[src/rtl/cp0_pkg.sv]
// cp0_pkg: shared definitions for the coprocessor-0 slice.
// Register indices, SR/Cause field positions, exception codes, the handler
// address and small helpers that pack the register images for mfc0 reads.
package cp0_pkg;

    // CP0 register indices as seen by mfc0/mtc0
    localparam logic [4:0] REG_COUNT   = 5'd9;
    localparam logic [4:0] REG_COMPARE = 5'd11;
    localparam logic [4:0] REG_SR      = 5'd12;
    localparam logic [4:0] REG_CAUSE   = 5'd13;
    localparam logic [4:0] REG_EPC     = 5'd14;
    localparam logic [4:0] REG_PRID    = 5'd15;

    // SR field positions
    localparam int SR_IE_BIT  = 0;
    localparam int SR_EXL_BIT = 1;
    localparam int SR_IM_LSB  = 10;
    localparam int SR_IM_MSB  = 15;

    // Cause field positions
    localparam int CAUSE_EXC_LSB = 2;
    localparam int CAUSE_EXC_MSB = 6;
    localparam int CAUSE_IP_LSB  = 10;
    localparam int CAUSE_IP_MSB  = 15;
    localparam int CAUSE_BD_BIT  = 31;

    // Exception codes
    localparam logic [4:0] EXC_INT  = 5'd0;
    localparam logic [4:0] EXC_ADEL = 5'd4;
    localparam logic [4:0] EXC_ADES = 5'd5;
    localparam logic [4:0] EXC_RI   = 5'd10;
    localparam logic [4:0] EXC_OV   = 5'd12;

    // Fetch redirects here whenever IntReq is high
    localparam logic [31:0] HANDLER_ADDR = 32'h0000_4180;

    localparam int NUM_HWINT = 6;

    // Only the implemented SR bits are stored
    typedef struct packed {
        logic [5:0] im;
        logic       exl;
        logic       ie;
    } sr_t;

    // Only the implemented Cause bits are stored
    typedef struct packed {
        logic       bd;
        logic [5:0] ip;
        logic [4:0] exc_code;
    } cause_t;

    // SR image as returned by mfc0; unimplemented bits read 0
    function automatic logic [31:0] sr_to_word(sr_t s);
        logic [31:0] w;
        w = '0;
        w[SR_IM_MSB:SR_IM_LSB] = s.im;
        w[SR_EXL_BIT]          = s.exl;
        w[SR_IE_BIT]           = s.ie;
        return w;
    endfunction

    // Cause image as returned by mfc0; unimplemented bits read 0
    function automatic logic [31:0] cause_to_word(cause_t c);
        logic [31:0] w;
        w = '0;
        w[CAUSE_BD_BIT]                = c.bd;
        w[CAUSE_IP_MSB:CAUSE_IP_LSB]   = c.ip;
        w[CAUSE_EXC_MSB:CAUSE_EXC_LSB] = c.exc_code;
        return w;
    endfunction

    // Return address for a faulting instruction: word-aligned PC, backed up
    // onto the branch when the instruction sits in a delay slot (mod 2^32)
    function automatic logic [31:0] exc_epc(logic [31:0] pc, logic in_delay_slot);
        logic [31:0] aligned;
        aligned = pc & ~32'h3;
        return in_delay_slot ? (aligned - 32'd4) : aligned;
    endfunction

endpackage

[src/rtl/cp0_timer.sv]
// cp0_timer: free-running Count, Compare and the sticky timer-pending flag.
// Only instantiated when CP0_COUNT_EN is defined.
module cp0_timer (
    input  logic        clk,
    input  logic        rst,
    input  logic        count_we,
    input  logic        compare_we,
    input  logic [31:0] wdata,
    output logic [31:0] count,
    output logic [31:0] compare,
    output logic        timer_pend
);

    logic [31:0] count_reg;
    logic [31:0] compare_reg;
    logic        pend_reg;
    logic        match;

    // The match is visible in the same cycle Count reaches Compare
    assign match      = (count_reg == compare_reg);
    assign timer_pend = pend_reg | match;
    assign count      = count_reg;
    assign compare    = compare_reg;

    // Count runs every cycle unless overwritten; a Compare write acknowledges the timer
    always_ff @(posedge clk or posedge rst) begin
        if (rst) begin
            count_reg   <= '0;
            compare_reg <= '0;
            pend_reg    <= 1'b0;
        end else begin
            count_reg <= count_we ? wdata : (count_reg + 32'd1);
            if (compare_we) begin
                compare_reg <= wdata;
                pend_reg    <= 1'b0;
            end else if (match) begin
                pend_reg <= 1'b1;
            end
        end
    end

endmodule

[src/rtl/cp0_unit.sv]
// cp0_unit: coprocessor 0 for the 5-stage MIPS pipeline.
// Holds SR, Cause, EPC and PRId, raises IntReq combinationally for the
// instruction in M and serves mfc0/mtc0.
// Optional build macro CP0_COUNT_EN adds Count/Compare and a timer interrupt
// on HWInt[5].
module cp0_unit
    import cp0_pkg::*;
#(
    parameter logic [31:0] PRID_VALUE = 32'h0000_4B52,
    parameter logic [31:0] EPC_RESET  = 32'h0000_3000
) (
    input  logic        Clk,
    input  logic        Reset,
    input  logic [4:0]  A1,
    input  logic [4:0]  A2,
    input  logic [31:0] DIn,
    input  logic        WE,
    input  logic [31:0] PCM,
    input  logic        BDIn,
    input  logic [4:0]  ExcCodeIn,
    input  logic [5:0]  HWInt,
    input  logic        EXLClr,
    output logic        IntReq,
    output logic [31:0] EPC,
    output logic [31:0] DOut
);

    sr_t         sr_reg, sr_next;
    cause_t      cause_reg, cause_next;
    logic [31:0] epc_reg, epc_next;

    logic [5:0]  hwint_eff;
    logic [5:0]  irq_masked;
    logic        int_pend;
    logic        exc_pend;
    logic        mtc0_ok;

`ifdef CP0_COUNT_EN
    logic [31:0] count_val;
    logic [31:0] compare_val;
    logic        timer_pend;

    cp0_timer u_timer (
        .clk        (Clk),
        .rst        (Reset),
        .count_we   (mtc0_ok && (A2 == REG_COUNT)),
        .compare_we (mtc0_ok && (A2 == REG_COMPARE)),
        .wdata      (DIn),
        .count      (count_val),
        .compare    (compare_val),
        .timer_pend (timer_pend)
    );

    // Timer shares the top hardware interrupt line
    assign hwint_eff = {HWInt[5] | timer_pend, HWInt[4:0]};
`else
    assign hwint_eff = HWInt;
`endif

    // Per-line interrupt masking by SR.IM
    genvar gi;
    generate
        for (gi = 0; gi < NUM_HWINT; gi++) begin : g_irq_mask
            assign irq_masked[gi] = hwint_eff[gi] & sr_reg.im[gi];
        end
    endgenerate

    // EXL masks both sources, so a handler is never re-entered
    assign int_pend = (|irq_masked) & sr_reg.ie & ~sr_reg.exl;
    assign exc_pend = (ExcCodeIn != EXC_INT) & ~sr_reg.exl;
    assign IntReq   = int_pend | exc_pend;

    // A taken exception cancels the M instruction, so its mtc0/eret must not land
    assign mtc0_ok  = WE & ~IntReq;

    assign EPC = epc_reg;

    // Next-state: capture on IntReq, otherwise mtc0 then eret (eret clears EXL last)
    always_comb begin
        sr_next       = sr_reg;
        cause_next    = cause_reg;
        epc_next      = epc_reg;
        cause_next.ip = hwint_eff;
        if (IntReq) begin
            sr_next.exl         = 1'b1;
            cause_next.exc_code = int_pend ? EXC_INT : ExcCodeIn;
            cause_next.bd       = BDIn;
            epc_next            = exc_epc(PCM, BDIn);
        end else begin
            if (WE) begin
                case (A2)
                    REG_SR: begin
                        sr_next.im  = DIn[SR_IM_MSB:SR_IM_LSB];
                        sr_next.exl = DIn[SR_EXL_BIT];
                        sr_next.ie  = DIn[SR_IE_BIT];
                    end
                    REG_EPC: epc_next = DIn & ~32'h3;
                    default: ;
                endcase
            end
            if (EXLClr) begin
                sr_next.exl = 1'b0;
            end
        end
    end

    // Architectural register state
    always_ff @(posedge Clk or posedge Reset) begin
        if (Reset) begin
            sr_reg    <= '0;
            cause_reg <= '0;
            epc_reg   <= EPC_RESET;
        end else begin
            sr_reg    <= sr_next;
            cause_reg <= cause_next;
            epc_reg   <= epc_next;
        end
    end

    // mfc0 read port: pre-edge state, no bypass of a same-cycle mtc0
    always_comb begin
        DOut = '0;
        case (A1)
            REG_SR:    DOut = sr_to_word(sr_reg);
            REG_CAUSE: DOut = cause_to_word(cause_reg);
            REG_EPC:   DOut = epc_reg;
            REG_PRID:  DOut = PRID_VALUE;
`ifdef CP0_COUNT_EN
            REG_COUNT:   DOut = count_val;
            REG_COMPARE: DOut = compare_val;
`endif
            default:   DOut = '0;
        endcase
    end

endmodule

[config.mk]
export PLATFORM = sky130hd
export DESIGN_NAME = cp0_unit
export DESIGN_NICKNAME = d
export VERILOG_FILES = /design/src/rtl/cp0_pkg.sv /design/src/rtl/cp0_timer.sv /design/src/rtl/cp0_unit.sv
export SDC_FILE = /design/constraint.sdc
export NUM_CORES = 1
export LEC_CHECK = 0
export ABC_AREA = 1
export CORE_MARGIN = 2
export CORE_UTILIZATION = 35
export CTS_CLUSTER_SIZE = 28
export DETAILED_ROUTE_END_ITERATION = 10
export GPL_TIMING_DRIVEN = 0
export PLACE_DENSITY = 0.73
export SLEW_MARGIN = 40
export SYNTH_ARGS = -nofsm -noshare
export SYNTH_HDL_FRONTEND = slang
export SYNTH_SLANG_ARGS = --single-unit
[constraint.sdc]
create_clock -name Clk -period 2.3 [get_ports Clk]
set_clock_uncertainty 0.1 [all_clocks]
set_input_delay 0.46 -clock Clk [delete_from_list [all_inputs] [get_ports Clk]]
set_output_delay 0.46 -clock Clk [all_outputs]
set_load 0.05 [all_outputs]
==> results.toml <==
[drt]
dr.first_iter.drc_count = 213
drt-wirelength-per-cell_um = 14.1
vias = 4196
drc_errors = 0
vias_per_cell = 4.70
firstDrtPassIters = 5
final_antenna_net_count = 0
wl_mm = 12.6

[clock_network]
clockBufferDepth = 2
cts_num_sinks = 50
path_clk_slew_ns = 0.10
insertion_delay_ns = 0.31
cts_tree = "done"
numCtsBuffers = 5
ctsHtreeMaxLevel = 2
ctsHoldBuffers = 0
cts_root_buffer = "clkbuf_8"

[sta]
final_hold_viol_count = 0
fmax_ghz = 0.442
tns_ns = 0
post-route-period-util = 0.983
worst_pin_slew_ns = 0.546
min_period_ns = 2.26
drv_slew = 0
rsz0062_at_grt = "no"
setup_viol_count_final = 0
hold_ws_ns = 0.192
max_slew_margin = 0.635

[setup_path]
crit_slowest_cell = "clkdlybuf4s50_1"
critical_path.max_stage_delay_ns = 0.83
crit_buf_inv = 1
timing.rr.end = "EPC[3]$_DFFE_PP0P_"
rr_worst_depth = 12
path_max_fanout = 3
path_cells = "clkdlybuf4s50_1"
rrSetupSlack_ns = 0.40
critPathArrivalTime_ns = 1.70
cp.required_ns = 1.74
crit_family = "buffers and inverters"
crit_path_end_kind = "output port"
reg2reg_from = "sr_reg[3]$_DFFE_PP0P_"
crit_type = "flip-flop to output port"
crit_path_start_kind = "flip-flop"

[worst_hold_path]
whs_endpoint = "cause_reg[6]$_DFF_PP0_"
hold_path.class = "input port to flip-flop"
min_from = "HWInt[1]"
min_path_cells = 1

[status]
status = "finished, final reports clean"

[synthesis]
synth_area_per_cell_sq_um = 6.30
synth_area_sq_mm = 0.00370
ys_warn_count = 0
syn_inst = 587
synth-seq-cells = 50
yosysSeqAreaShare = 0.339
yosysUniqueCellTypes = 32

[finish]
area_growth_pct = 51.6
final_area_sq_mm = 0.00560
largest_register_ffs = 30
nets = 846
final_common_cell = "nand2_1"
final_cell_mix = "nand2_1 (209), clkdlybuf4s50_1 (110), inv_1 (78), nor2_1 (77), dfrtp_1 (48)"
antennaDiodeCount = 0
drive_above_1_share = 0.138
final_cells = 892

[global_routing]
met2_usage = 0.389
globalRouteMet1Util = 0.302
antenna_found_initial = 0
grt_pass1_wl_mm = 20.7
use_met3 = 0.0286
grtUsageTotal = 0.226
grt_pass1_vias = 4214
grt_max_degree = 29
busiest_layer = "met2"
grt.overflow.total = 0

[floorplanning]
num_io_pins = 155
core_area_sq_mm = 0.0103
die_width_um = 107
num_rows = 37
start_util = 0.360
dieArea_sq_mm = 0.0114
die_h_um = 107

[pwr]
power_uw = 6010
cellLeakagePower_uw = 0.00287
power.density_mw_per_mm2 = 1070
peakVddDrop_mv = 0.609

[placement]
gp_congestion = 0.857
port_buffers = 150
placed_cells = 875
dpl_cell_area_sq_mm = 0.00540
hpwl_mm = 10.2

[run]
cap_violations = 0
cells in the mapped netlist, drive strengths merged:
master | n | share of area
mux2i | 1 | 0.0027
nand4 | 7 | 0.012
nand2 | 221 | 0.23
a21oi | 2 | 0.0027
buf | 13 | 0.034
xor2 | 13 | 0.031
o211ai | 7 | 0.014
clkbuf | 5 | 0.0051
o21ai | 37 | 0.053
dfstp | 2 | 0.014
conb | 1 | 0.0010
nand3 | 45 | 0.062
dfrtp | 48 | 0.32
or2 | 2 | 0.0034
nor2 | 92 | 0.11
ha | 1 | 0.0034
o2111ai | 1 | 0.0024
nand3b | 1 | 0.0020
o22ai | 1 | 0.0017
inv | 84 | 0.085
o21bai | 3 | 0.0061
report_power, final:
part | leakage, uW | switching (uW) | internal (uW) | total, uW
Sequential | 0.000582 | 306 | 1280 | 1590
Clock | 0.0000683 | 314 | 436 | 750
Combinational | 0.00222 | 2350 | 1320 | 3670
area by class of cell:
type | instances | area, sq um
plain buffers | 17 | 153
clock buffers | 5 | 68.8
clock inverters | 3 | 68.8
fillers | 1030 | 4670
inverters | 84 | 320
multi-input cells | 436 | 2050
flip-flops and latches | 50 | 1250
well taps | 136 | 170
repair buffers | 161 | 1520
worst reg2reg max path, delay by kind of cell (launching register included):
kind | cells | cell delay, ns
and+or+nand+nor | 6 | 0.58
buffers and inverters | 4 | 0.56
AOI/OAI and AO/OA | 2 | 0.17
DFF | 1 | 0.36
metal layers:
metal,wire [um],up-vias,share of wire
li1,-,2129,-
met1,5490,1913,0.44
met2,6130,139,0.49
met3,759,15,0.060
met4,220,0,0.017
met5,0,-,0
per-stage QoR:
step            util  setup WS, ns
6_report       0.545        0.0392
3_5_place_dp   0.525         -1.16
2_1_floorplan      -        -0.117
3_3_place_gp   0.523         -1.17
5_1_grt        0.545       0.00656
4_1_cts        0.544        0.0294
logic make-up after synthesis:
kind of cell / Yosys count / synth area share
other: 1 / 0.00101
multiplexers: 1 / 0.00271
adder cells (fa/ha/maj): 1 / 0.00338
XOR/XNOR: 13 / 0.0308
AO/OA/AOI/OAI: 51 / 0.0802
flip-flops: 50 / 0.339
AND/OR/NAND/NOR: 368 / 0.418
buffers and inverters: 102 / 0.125
worst max path at each step:
stage / depth (start not counted) / end / startpoint / slack [ns]
CTS: 1 / EPC[12] / EPC[12]$_DFFE_PP1P_ / 0.03
finish: 1 / EPC[12] / EPC[12]$_DFFE_PP1P_ / 0.04
floorplan: 4 / DOut[2] / A1[3] / -0.12
detailed placement: 9 / DOut[2] / A1[2] / -1.16
global route: 1 / EPC[12] / EPC[12]$_DFFE_PP1P_ / 0.007
global placement: 9 / DOut[6] / A1[2] / -1.17
repair_timing:
action,4_1_cts,5_1_grt
resized for setup,228,2
pin swaps,8,1
setup endpoints to repair,33,3
cloned,1,0
setup buffers,8,1
(Power assumes the default switching activity.)
